$ cat config.mk
export PLATFORM = sky130hd
export DESIGN_NAME = truth_table_sequencer
export DESIGN_NICKNAME = d
export VERILOG_FILES = /design/src/rtl/truth_table_sequencer_pkg.sv /design/src/rtl/tts_misr.sv /design/src/rtl/truth_table_sequencer.sv
export SDC_FILE = /design/constraint.sdc
export NUM_CORES = 1
export LEC_CHECK = 0
export BUFFER_PORTS_ARGS = -buffer_cell sky130_fd_sc_hd__clkbuf_2
export CORE_MARGIN = 3
export CORE_UTILIZATION = 31
export CTS_CLUSTER_DIAMETER = 200
export DETAILED_ROUTE_END_ITERATION = 10
export PLACE_DENSITY_LB_ADDON = 0.12
export SLEW_MARGIN = 25
export SYNTH_ARGS = -nofsm -noshare
export SYNTH_HDL_FRONTEND = slang
export SYNTH_HIERARCHICAL = 1
export SYNTH_SLANG_ARGS = --single-unit
$ cat constraint.sdc
create_clock -name clk -period 2.4 [get_ports clk]
set_input_delay 0.24 -clock clk [delete_from_list [all_inputs] [get_ports clk]]
set_output_delay 0.24 -clock clk [all_outputs]
set_load 0.02 [all_outputs]
$ cat src/rtl/truth_table_sequencer_pkg.sv
// rtl/truth_table_sequencer_pkg.sv - shared state encodings and MISR constants for truth_table_sequencer
// Contents: tts_state_e (IDLE=0, DRIVE=1, DONE=2), TTS_MISR_POLY, TTS_MISR_SEED, tts_misr_step().
package truth_table_sequencer_pkg;

    typedef enum logic [1:0] {
        TTS_IDLE  = 2'd0,
        TTS_DRIVE = 2'd1,
        TTS_DONE  = 2'd2
    } tts_state_e;

    // x^16 + x^12 + x^5 + 1 with the x^16 term implicit
    localparam logic [15:0] TTS_MISR_POLY = 16'h1021;
    localparam logic [15:0] TTS_MISR_SEED = 16'hFFFF;

    // One MISR step: Galois shift by one, then fold the new sample into the low bits
    function automatic logic [15:0] tts_misr_step(input logic [15:0] s, input logic [15:0] d);
        return {s[14:0], 1'b0} ^ (s[15] ? TTS_MISR_POLY : 16'h0000) ^ d;
    endfunction

endpackage

$ cat src/rtl/tts_misr.sv
// rtl/tts_misr.sv - 16-bit multiple-input signature register
// Ports: clk, rst (sync, active-high, loads seed), clr (reload seed), en (absorb din),
//        din[15:0] sample, sig[15:0] current signature.
module tts_misr
    import truth_table_sequencer_pkg::*;
(
    input  logic        clk,
    input  logic        rst,
    input  logic        clr,
    input  logic        en,
    input  logic [15:0] din,
    output logic [15:0] sig
);

    logic [15:0] sig_q;
    logic [15:0] sig_d;

    // clr wins over en so a restart always begins from the seed
    always_comb begin
        sig_d = sig_q;
        if (clr) begin
            sig_d = TTS_MISR_SEED;
        end else if (en) begin
            sig_d = tts_misr_step(sig_q, din);
        end
    end

    always_ff @(posedge clk) begin
        if (rst) begin
            sig_q <= TTS_MISR_SEED;
        end else begin
            sig_q <= sig_d;
        end
    end

    assign sig = sig_q;

endmodule

$ cat src/rtl/truth_table_sequencer.sv
// rtl/truth_table_sequencer.sv - exhaustive truth-table sweep and check of a small combinational block
// Optional macro TTS_MISR_EN: when defined, sig is a MISR over every sampled dut_out; otherwise sig=0.
// Ports: clk, rst (sync, active-high), start, dut_out[N_OUT-1:0] in;
//        vec[N_IN-1:0], busy, done, pass, err_count[N_IN:0], fail_seen, first_fail[N_IN-1:0], sig[15:0] out.
module truth_table_sequencer
    import truth_table_sequencer_pkg::*;
#(
    parameter int N_IN  = 4,
    parameter int N_OUT = 2,
    parameter int DWELL = 20,
    parameter logic [(2**N_IN)*N_OUT-1:0] EXP = '0
)
(
    input  logic             clk,
    input  logic             rst,
    input  logic             start,
    input  logic [N_OUT-1:0] dut_out,
    output logic [N_IN-1:0]  vec,
    output logic             busy,
    output logic             done,
    output logic             pass,
    output logic [N_IN:0]    err_count,
    output logic             fail_seen,
    output logic [N_IN-1:0]  first_fail,
    output logic [15:0]      sig
);

    localparam int             CW       = (DWELL > 1) ? $clog2(DWELL) : 1;
    localparam logic [CW-1:0]  CNT_LAST = CW'(DWELL - 1);
    localparam logic [N_IN-1:0] VEC_LAST = '1;

    tts_state_e       state_q, state_d;
    logic [N_IN-1:0]  vec_q, vec_d;
    logic [CW-1:0]    cnt_q, cnt_d;
    logic             busy_q, busy_d;
    logic             done_q, done_d;
    logic             pass_q, pass_d;
    logic [N_IN:0]    err_q, err_d;
    logic             fail_seen_q, fail_seen_d;
    logic [N_IN-1:0]  first_fail_q, first_fail_d;

    logic             sample;
    logic             restart;
    logic             mismatch;
    logic [N_OUT-1:0] exp_slice;

    assign exp_slice = EXP[vec_q*N_OUT +: N_OUT];
    assign sample    = (state_q == TTS_DRIVE) && (cnt_q == CNT_LAST);
    assign restart   = ((state_q == TTS_IDLE) || (state_q == TTS_DONE)) && start;
    assign mismatch  = (dut_out != exp_slice);

    always_comb begin
        state_d      = state_q;
        vec_d        = vec_q;
        cnt_d        = cnt_q;
        busy_d       = busy_q;
        done_d       = done_q;
        pass_d       = pass_q;
        err_d        = err_q;
        fail_seen_d  = fail_seen_q;
        first_fail_d = first_fail_q;

        case (state_q)
            TTS_IDLE, TTS_DONE: begin
                if (restart) begin
                    state_d      = TTS_DRIVE;
                    vec_d        = '0;
                    cnt_d        = '0;
                    busy_d       = 1'b1;
                    done_d       = 1'b0;
                    pass_d       = 1'b0;
                    err_d        = '0;
                    fail_seen_d  = 1'b0;
                    first_fail_d = '0;
                end
            end
            TTS_DRIVE: begin
                if (sample) begin
                    if (mismatch) begin
                        err_d = err_q + 1'b1;
                        if (!fail_seen_q) begin
                            fail_seen_d  = 1'b1;
                            first_fail_d = vec_q;
                        end
                    end
                    cnt_d = '0;
                    if (vec_q == VEC_LAST) begin
                        // vec stays on the last vector; pass reflects the count including it
                        state_d = TTS_DONE;
                        busy_d  = 1'b0;
                        done_d  = 1'b1;
                        pass_d  = (err_d == '0);
                    end else begin
                        vec_d = vec_q + 1'b1;
                    end
                end else begin
                    cnt_d = cnt_q + 1'b1;
                end
            end
            default: begin
                state_d = TTS_IDLE;
                busy_d  = 1'b0;
            end
        endcase
    end

    always_ff @(posedge clk) begin
        if (rst) begin
            state_q      <= TTS_IDLE;
            vec_q        <= '0;
            cnt_q        <= '0;
            busy_q       <= 1'b0;
            done_q       <= 1'b0;
            pass_q       <= 1'b0;
            err_q        <= '0;
            fail_seen_q  <= 1'b0;
            first_fail_q <= '0;
        end else begin
            state_q      <= state_d;
            vec_q        <= vec_d;
            cnt_q        <= cnt_d;
            busy_q       <= busy_d;
            done_q       <= done_d;
            pass_q       <= pass_d;
            err_q        <= err_d;
            fail_seen_q  <= fail_seen_d;
            first_fail_q <= first_fail_d;
        end
    end

    assign vec        = vec_q;
    assign busy       = busy_q;
    assign done       = done_q;
    assign pass       = pass_q;
    assign err_count  = err_q;
    assign fail_seen  = fail_seen_q;
    assign first_fail = first_fail_q;

`ifdef TTS_MISR_EN
    logic [15:0] misr_din;
    assign misr_din = 16'(dut_out);

    tts_misr u_misr (
        .clk (clk),
        .rst (rst),
        .clr (restart),
        .en  (sample),
        .din (misr_din),
        .sig (sig)
    );
`else
    assign sig = 16'h0000;
`endif

endmodule

# --- Word-level counts from Yosys, hierarchy flattened ---
# Index checks and enable logic that the tools add are counted.
# W data, S select, Z words.
totals:
  reg_bits: 24
  latch_bits: 0
  ramBits: 0
  rom_bits: 0
  inputBits: 5
  out_inout_bits: 33
  elab_cells: 72
  memories: 0
classes:
  add_sub_neg: 3
  mul: 0
  n_div: 0
  n_lt_le_gt_ge: 0
  eq_ne: 11
  n_shift: 1
  mux: 34
  n_bitwise: 0
  n_reduce_logical: 14
ops:
  columns: ["op", "count"]
  rows:
  - ["$shiftx A32 B6 Y2 const A", 1]
  - ["$mux W5", 6]
  - ["$mux W4", 6]
  - ["$pmux W5 S2", 2]
  - ["$pmux W4 S2", 2]
  - ["$reduce_and A4 Y1", 3]
  - ["$add A5 B1 Y5 const B", 2]
  - ["$mux W1", 10]
  - ["$ne A2 B2 Y1 const B", 5]
  - ["$pmux W1 S2", 4]
  - ["$mux W2", 3]
  - ["$reduce_and A3 Y1", 2]
  - ["$eq A5 B5 Y1 const B", 1]
  - ["$logic_not A5 Y1", 1]
  - ["$reduce_and A5 Y1", 1]
  - ["$add A4 B1 Y4 const B", 1]
  - ["$eq A4 B4 Y1 const B", 1]
  - ["$pmux W2 S2", 1]
  - ["$eq A2 B1 Y1 const B", 1]
  - ["$eq A2 B2 Y1 const B", 1]
  - ["$logic_and A1 B1 Y1", 2]
  - ["$logic_not A2 Y1", 1]
  - ["$ne A2 B1 Y1 const B", 1]
  - ["$ne A2 B2 Y1", 1]
  - ["4 further kinds", 4]

# --- Longest topological paths before layout ---
# Gate-level depths: netlist (run 1).
depth:
  word_depth: 9
  depth_mapped: 6
  depth_no_buf: 6

# --- Least setup slack after synthesis (run 1) ---
# OpenSTA, ideal clock, no wires.
synth_timing:
  kind: "register -> register"
  from: "register err_q[1] (netlist: err_count[1])"
  to: "register pass_q (netlist: pass)"
  arrival_time_ns: 1.822
  required_time_ns: 2.304
  setup_slack_ns: 0.482
  stages_incl_launch_ff: 6
  synth_period_minus_slack_ns: 1.918
  path_cell_list: "dfxtp_1 -> ha_1 -> or4b_4 -> a211oi_2 -> nor3_1 -> o41ai_2"
synth_between:
  elab_chain_len: 8
synth_lines:
  columns: ["item", "line", "text"]
  rows:
  - ["from (decl)", "truth_table_sequencer.sv:38", "logic [N_IN:0] err_q, err_d;"]
  - ["from (signal assigned)", "truth_table_sequencer.sv:125", "err_q <= err_d;"]
  - ["$add A5 B1 Y5", "truth_table_sequencer.sv:80", "err_d = err_q + 1'b1;"]
  - ["$mux W5 *", "truth_table_sequencer.sv:79", "if (mismatch) begin"]
  - ["$mux W5 *", "truth_table_sequencer.sv:78", "if (sample) begin"]
  - ["$mux W5 *", "truth_table_sequencer.sv:63", "case (state_q)"]
  - ["$logic_not A5 Y1 *", "truth_table_sequencer.sv:92", "pass_d = (err_d == '0);"]
  - ["$mux W1 *", "truth_table_sequencer.sv:87", "if (vec_q == VEC_LAST) begin"]
  - ["$mux W1 *", "truth_table_sequencer.sv:78", null]
  - ["$pmux W1 S2 *", "truth_table_sequencer.sv:63", null]
  - ["to (signal assigned)", "truth_table_sequencer.sv:124", "pass_q <= pass_d;"]
  - ["to (decl)", "truth_table_sequencer.sv:37", "logic pass_q, pass_d;"]
# Every way passes the cells marked *; elsewhere a longest branch is shown, timed or not. The select of a mux whose other input is x is not followed.
# A chain may end at the register's enable or synchronous reset.

# --- Worst setup path in the final report (run 1) ---
layout_timing:
  from: "register err_q[0] (netlist: err_count[0])"
  to: "register pass_q (netlist: pass)"
# Same word-level chain as after synthesis.

==> reports/qor.txt, run 1 <==
Mapped Cells = 151
Clock sink count = 24
Clk pin slew, worst setup/hold paths = 0.09 ns
Data arrival, critical path = 2.10 ns
CP Launch Type = flip-flop
Initial cell density of the core = 0.337
Initial drt markers = 42
Core Box Area = 3830 um2
Delay of the slowest cell on the worst path = 0.51 ns
Total inserted antenna cells = 0
Yosys cell types = 42
Hold depth = 4
Initial antenna violation count = 0
Synth cell count leaders = 24 x dfxtp_1, 16 x buf_4, 15 x nand2_1
Critical path cell sequence = ha_1 > xor2_1 > or4b_4 > nor3b_1 > nor3_1 > o41ai_2
RSZ-0062 raised after global routing = false
First-pass GRT wire length = 4.66 mm
Non-Filler Instances = 221
# rows = 22
CTS max path bufs = 2
Final Cell Area = 1460 um2
Routed wire length = 2.73 mm
Crit-path slowest cell = or4b_4
Fill count = 394
Fin. max-slew vios = 0
Routability cong. = 0.742
Rel. slew slack = 0.645
Endpoints failing setup = 0
Warnings from Yosys = 6
Final clock period utilization by the worst path = 0.799
Syn avg cell area = 8.54 um2
Via count = 1062
Htree depth = 1
Final hold slack = 0.289 ns
Achievable clock frequency = 522 MHz
Max_cap viols = 0
# DRC = 0
Min-delay worst type = primary input to flip-flop
Die Wd = 70.5 um
Post-CTS Setup Bufs = 0
Pwr Density = 614 nW/um2
Clock Latency Late Sink = 0.27 ns
Worst setup EP type = flip-flop
CTS Hold Bufs = 0
DIE HEIGHT = 70.5 um
Die area = 4970 um2
Req. time, crit path = 2.58 ns
Remaining Overflow, GRT = 0
Ys async rst share = 0
Worst vdd ir = 0.304 mV
Clock root buffer = clkbuf_8
Share of the synthesized area in the top cell type = 0.372
Synthesized flop and latch total = 24
Post-DP HPWL = 2.06 mm
Outcome = finished, final reports clean
Top FF cell, synth = dfxtp_1
Synth area leader = dfxtp_1
GR Util All Layers = 0.116
Placed Area = 1390 um2
I/O pin cnt = 38
Most common cell in the netlist = dfxtp_1
Pre-antenna DRT Iters = 4
Nets@finish = 182
Post_cts resized = 0
R2R cell count = 6
Seq/Total Area, Yosys = 0.372
Final hold violation count = 0
Antenna-violating nets left = 0
CTS tree = done
Sum Neg Setup Slack = 0 ns
Synth top area cells = dfxtp_1 37%, buf_4 9.3%, a21oi_1 4.7%, nand2_1 4.4%, nand3_1 3.5%
Vias in the first global route = 1029
Layout cells sized above 1 = 0.179
Register Area = 480 um2
P&R area growth vs syn = 13.0%
PnR worst setup slack = 0.484 ns
Worst clock skew = 0.00145 ns
TritonCTS Buffers = 3
Largest net degree at the start of global routing = 19
Placed insts = 217
Worst-margin pin slew = 0.531 ns
P_leak = 0.617 nW
Post-synth EDFFs = 0
DR WL/cell = 12.4 um
Min cycle time layout = 1.92 ns
Place WS = 0.508 ns
Vias per cell = 4.81
WS Path Type = flip-flop to flip-flop
Synthesized cell area = 1290 um2
Crit-path max FO = 6
Count of input and output buffers = 21
Multi-input gate area = 718 um2
==> kinds of logic after synthesis <==
logic type / after synthesis / synth area share
and+or+nand+nor: 57 / 0.228
muxes: 2 / 0.0165
adders and majority gates: 3 / 0.0291
other: 1 / 0.00291
AOI/OAI and AO/OA: 34 / 0.189
buffers and inverters: 23 / 0.114
DFF: 24 / 0.372
xor gates and xnor gates: 7 / 0.0475
==> sequential cells by signal (all words and copies together) (netlist names) <==
| register | cells |
|---|---|
| busy | 1 |
| cnt_q | 5 |
| done | 1 |
| err_count | 5 |
| fail_seen | 1 |
| first_fail | 4 |
| pass | 1 |
| state_q | 2 |
| vec | 4 |
==> metrics by stage <==
step | power (mW) | utilization
final | 0.894 | 0.381
after global routing | 0.933 | 0.381
after floorplan | 0.534 | -
after global placement | 0.540 | 0.362
after detailed placement | 0.541 | 0.362
after CTS | 0.902 | 0.381
==> critical path: cells and delay by family, from the launching register on <==
family / cells / cell delay (ns)
fa+ha+maj: 1 / 0.26
simple gates: 3 / 0.80
xor+xnor: 1 / 0.15
flops: 1 / 0.37
compound gates: 1 / 0.25
==> layout make-up <==
type,instances,area share
Sequential cell,24,0.330
Inverter,4,0.0103
Clock inverter,1,0.0206
Clock buffer,3,0.0283
Tap cell,48,0.0412
Timing Repair Buffer,22,0.0773
Multi-Input combinational cell,119,0.493
==> worst paths after layout <==
path                               startpoint       endpoint  slack [ns]
worst min register to register  first_fail[0]  first_fail[0]        0.46
worst max register to register   err_count[0]           pass        0.48
worst min-delay path                    start     state_q[1]        0.29
worst max-delay path             err_count[0]           pass        0.48
==> power breakdown <==
group	internal, mW	switching, mW	total [mW]	leakage, nW
Clock	0.223	0.140	0.363	0.0357
Sequential	0.408	0.0113	0.419	0.194
Combinational	0.0325	0.0800	0.112	0.387
==> cells in the final DEF (no fill, tap or decap), types with 4 or more instances in the layout <==
cell type  netlist  layout
conb_1           1      16
xnor2_1          5       5
nor3_1           5       5
clkbuf_2         0      21
dfxtp_1         24      24
nand2_1         15      15
nor2_1          12      12
inv_1            4       4
nand3_1          9       9
a21oi_1         12      12
==> layer usage <==
metal | global-route usage | part of all wire
met2 | 0.200 | 0.47
met3 | 0.0302 | 0.050
met4 | 0.0298 | 0.0062
met5 | 0 | 0
met1 | 0.142 | 0.47
No activity file was read; power rests on OpenSTA's default activity.
==> inputs of run 2 (changes only) <==
--- a/config.mk
+++ b/config.mk
@@ -5,6 +5,7 @@
 export SDC_FILE = /design/constraint.sdc
 export NUM_CORES = 1
 export LEC_CHECK = 0
+export ABC_AREA = 1
 export BUFFER_PORTS_ARGS = -buffer_cell sky130_fd_sc_hd__clkbuf_2
 export CORE_MARGIN = 3
 export CORE_UTILIZATION = 31
==> constraint.sdc (replaced) <==
create_clock -name clk -period 1.9 [get_ports clk]
set_input_delay 0.19 -clock clk [delete_from_list [all_inputs] [get_ports clk]]
set_output_delay 0.19 -clock clk [all_outputs]
set_load 0.02 [all_outputs]
==> run 2 against run 1 <==
  * Sequential power rose by 27%
  * Clock-buffer cell count grew 1
  * Critical path depth grew 1
  * Hold slack got worse by 0.025 ns
  * Power grew 18%
  * Largest cell class unchanged
==> reports/qor.txt, run 2 <==
Outcome = finished, final reports clean
RSZ-0062 raised after global routing = false
Htree depth = 1
Pre-antenna DRT Iters = 4
Gr busiest metal = met2
Final hold violation count = 0
Register Area = 480 um2
Final clock period utilization by the worst path = 0.786
# rows = 23
Fin. max-slew vios = 0
Placed insts = 250
Post_cts resized = 0
Max_cap viols = 0
Most frequent cells in the layout = 36 x nand2_1, 24 x dfxtp_1, 21 x clkbuf_2
Total inserted antenna cells = 0
Switching pwr = 0.310 mW
Pwr Density = 728 nW/um2
Worst setup EP type = flip-flop
Initial drt markers = 43
Crit-path max FO = 6
DIE HEIGHT = 71.1 um
Min cycle time layout = 1.49 ns
Multi-input gate area = 669 um2
Layout cells sized above 1 = 0.181
TritonCTS Buffers = 3
P&R area growth vs syn = 10.7%
PnR worst setup slack = 0.407 ns
Req. time, crit path = 2.09 ns
Syn avg cell area = 7.17 um2
Die area = 5050 um2
GR Util All Layers = 0.118
Top FF cell, synth = dfxtp_1
Synth cell count leaders = 36 x nand2_1, 24 x dfxtp_1, 20 x nand3_1
Post-CTS Setup Bufs = 0
Achievable clock frequency = 670 MHz
Worst clock skew = 0.0106 ns
Comb power frac = 0.163
Clock Latency Late Sink = 0.27 ns
Finished Core Util = 0.361
# DRC = 0
Initial cell density of the core = 0.326
Routability cong. = 0.723
Seq pwr share = 0.505
Warnings from Yosys = 6
Clk network pwr share = 0.332
Most common cell in the netlist = nand2_1
CTS max path bufs = 2
Synthesized cell area = 1310 um2
Ys async rst share = 0
P_leak = 0.675 nW
Min-delay worst type = primary input to flip-flop
CP Launch Type = flip-flop
Post-synth EDFFs = 0
Clk pin slew, worst setup/hold paths = 0.08 ns
Clock sink count = 24
Endpoints failing setup = 0
Mapped Cells = 183
Worst vdd ir = 0.307 mV
Antenna-violating nets left = 0
DR WL/cell = 11.1 um
Synth area leader = dfxtp_1
Remaining Overflow, GRT = 0
Vias in the first global route = 1121
Yosys cell types = 26
Nets@finish = 213
Synth top area cells = dfxtp_1 37%, nand2_1 10%, buf_4 9.2%, nand3_1 7.6%, a21oi_1 6.9%
Seq/Total Area, Yosys = 0.366
Sw frac = 0.293
M1 GR Usage = 0.146
I/O pin cnt = 38
Share of the synthesized area in the top cell type = 0.366
Core Box Area = 4030 um2
Post-DP HPWL = 2.22 mm
Commonest non-fill, non-tap cell in the layout = nand2_1
Synthesized flop and latch total = 24
Sum Neg Setup Slack = 0 ns
Clock root buffer = clkbuf_8
Routed wire length = 2.81 mm
Non-Filler Instances = 254
Initial antenna violation count = 0
Place WS = 0.404 ns
Count of input and output buffers = 21
Via count = 1151
CTS Hold Bufs = 0
Fill count = 441
CTS tree = done
Total power = 1.06 mW
Internal = 0.748 mW
Die Wd = 71.1 um
Largest net degree at the start of global routing = 14
First-pass GRT wire length = 4.88 mm
Global routing usage on met3 = 0.0213
M2 GR Usage = 0.200
Data arrival, critical path = 1.69 ns
WS Path Type = flip-flop to flip-flop
Vias per cell = 4.53
-- run 2: cell types whose count changed after synthesis, moves of 3 or more --
cell	change
a21oi_1	+6
xnor2_1	-4
o21ai_0	+10
nor3_1	-5
nand2_1	+21
inv_1	+12
inv_2	+3
nand2b_1	-3
nand3_1	+11
nor2b_1	-3
-- run 2: metal layers --
| metal | up-vias | part of all wire |
|---|---|---|
| li1 | 605 | - |
| met1 | 504 | 0.44 |
| met2 | 37 | 0.48 |
| met3 | 5 | 0.060 |
| met4 | 0 | 0.015 |
| met5 | - | 0 |
-- run 2: stage by stage --
step           area (um2)  hold WS (ns)
2_1_floorplan        1370         0.268
3_3_place_gp         1400         0.457
3_5_place_dp         1400         0.459
4_1_cts              1450         0.264
5_1_grt              1450         0.286
6_report             1450         0.265
-- run 2: area by class of cell --
| type | instances | area share |
|---|---|---|
| flip-flops and latches | 24 | 0.331 |
| inverters | 20 | 0.0551 |
| well taps | 50 | 0.0431 |
| multi-input cells | 135 | 0.461 |
| repair buffers | 21 | 0.0724 |
| clock buffers | 4 | 0.0379 |
-- run 2: logic make-up (layout without fill, tap and decap cells) --
| kind of cell | after synthesis | after routing | share of synthesized area |
|---|---|---|---|
| flops | 24 | 24 | 0.366 |
| buf+inv | 39 | 45 | 0.167 |
| other cells | 1 | 16 | 0.00286 |
| fa+ha+maj | 3 | 3 | 0.0286 |
| compound gates | 34 | 34 | 0.136 |
| xor+xnor | 5 | 5 | 0.0334 |
| simple gates | 77 | 77 | 0.266 |
-- run 2: final timing paths --
path | from | endpoint | slack (ns) | depth (start not counted)
min | start | state_q[0] | 0.26 | 3
max reg2reg | vec[0] | vec[2] | 0.41 | 7
min reg2reg | done | done | 0.47 | 2
max | vec[0] | vec[2] | 0.41 | 7
-- run 2: power by group through the flow --
stage	Clock, mW	Combinational (mW)	Sequential, mW
6_report	0.351	0.173	0.533
5_1_grt	0.384	0.193	0.537
4_1_cts	0.363	0.174	0.534
3_5_place_dp	0	0.173	0.545
3_3_place_gp	0	0.171	0.545
2_1_floorplan	0	0.145	0.559
-- run 2: worst max-delay path, cell delays in order, from the launching register on --
cell and delay (ns):
dfxtp_1 0.43, ha_1 0.23, nand3_1 0.16, a21oi_2 0.25, nor2_4 0.09, inv_2 0.07, nand2_1 0.05, a21oi_1 0.15
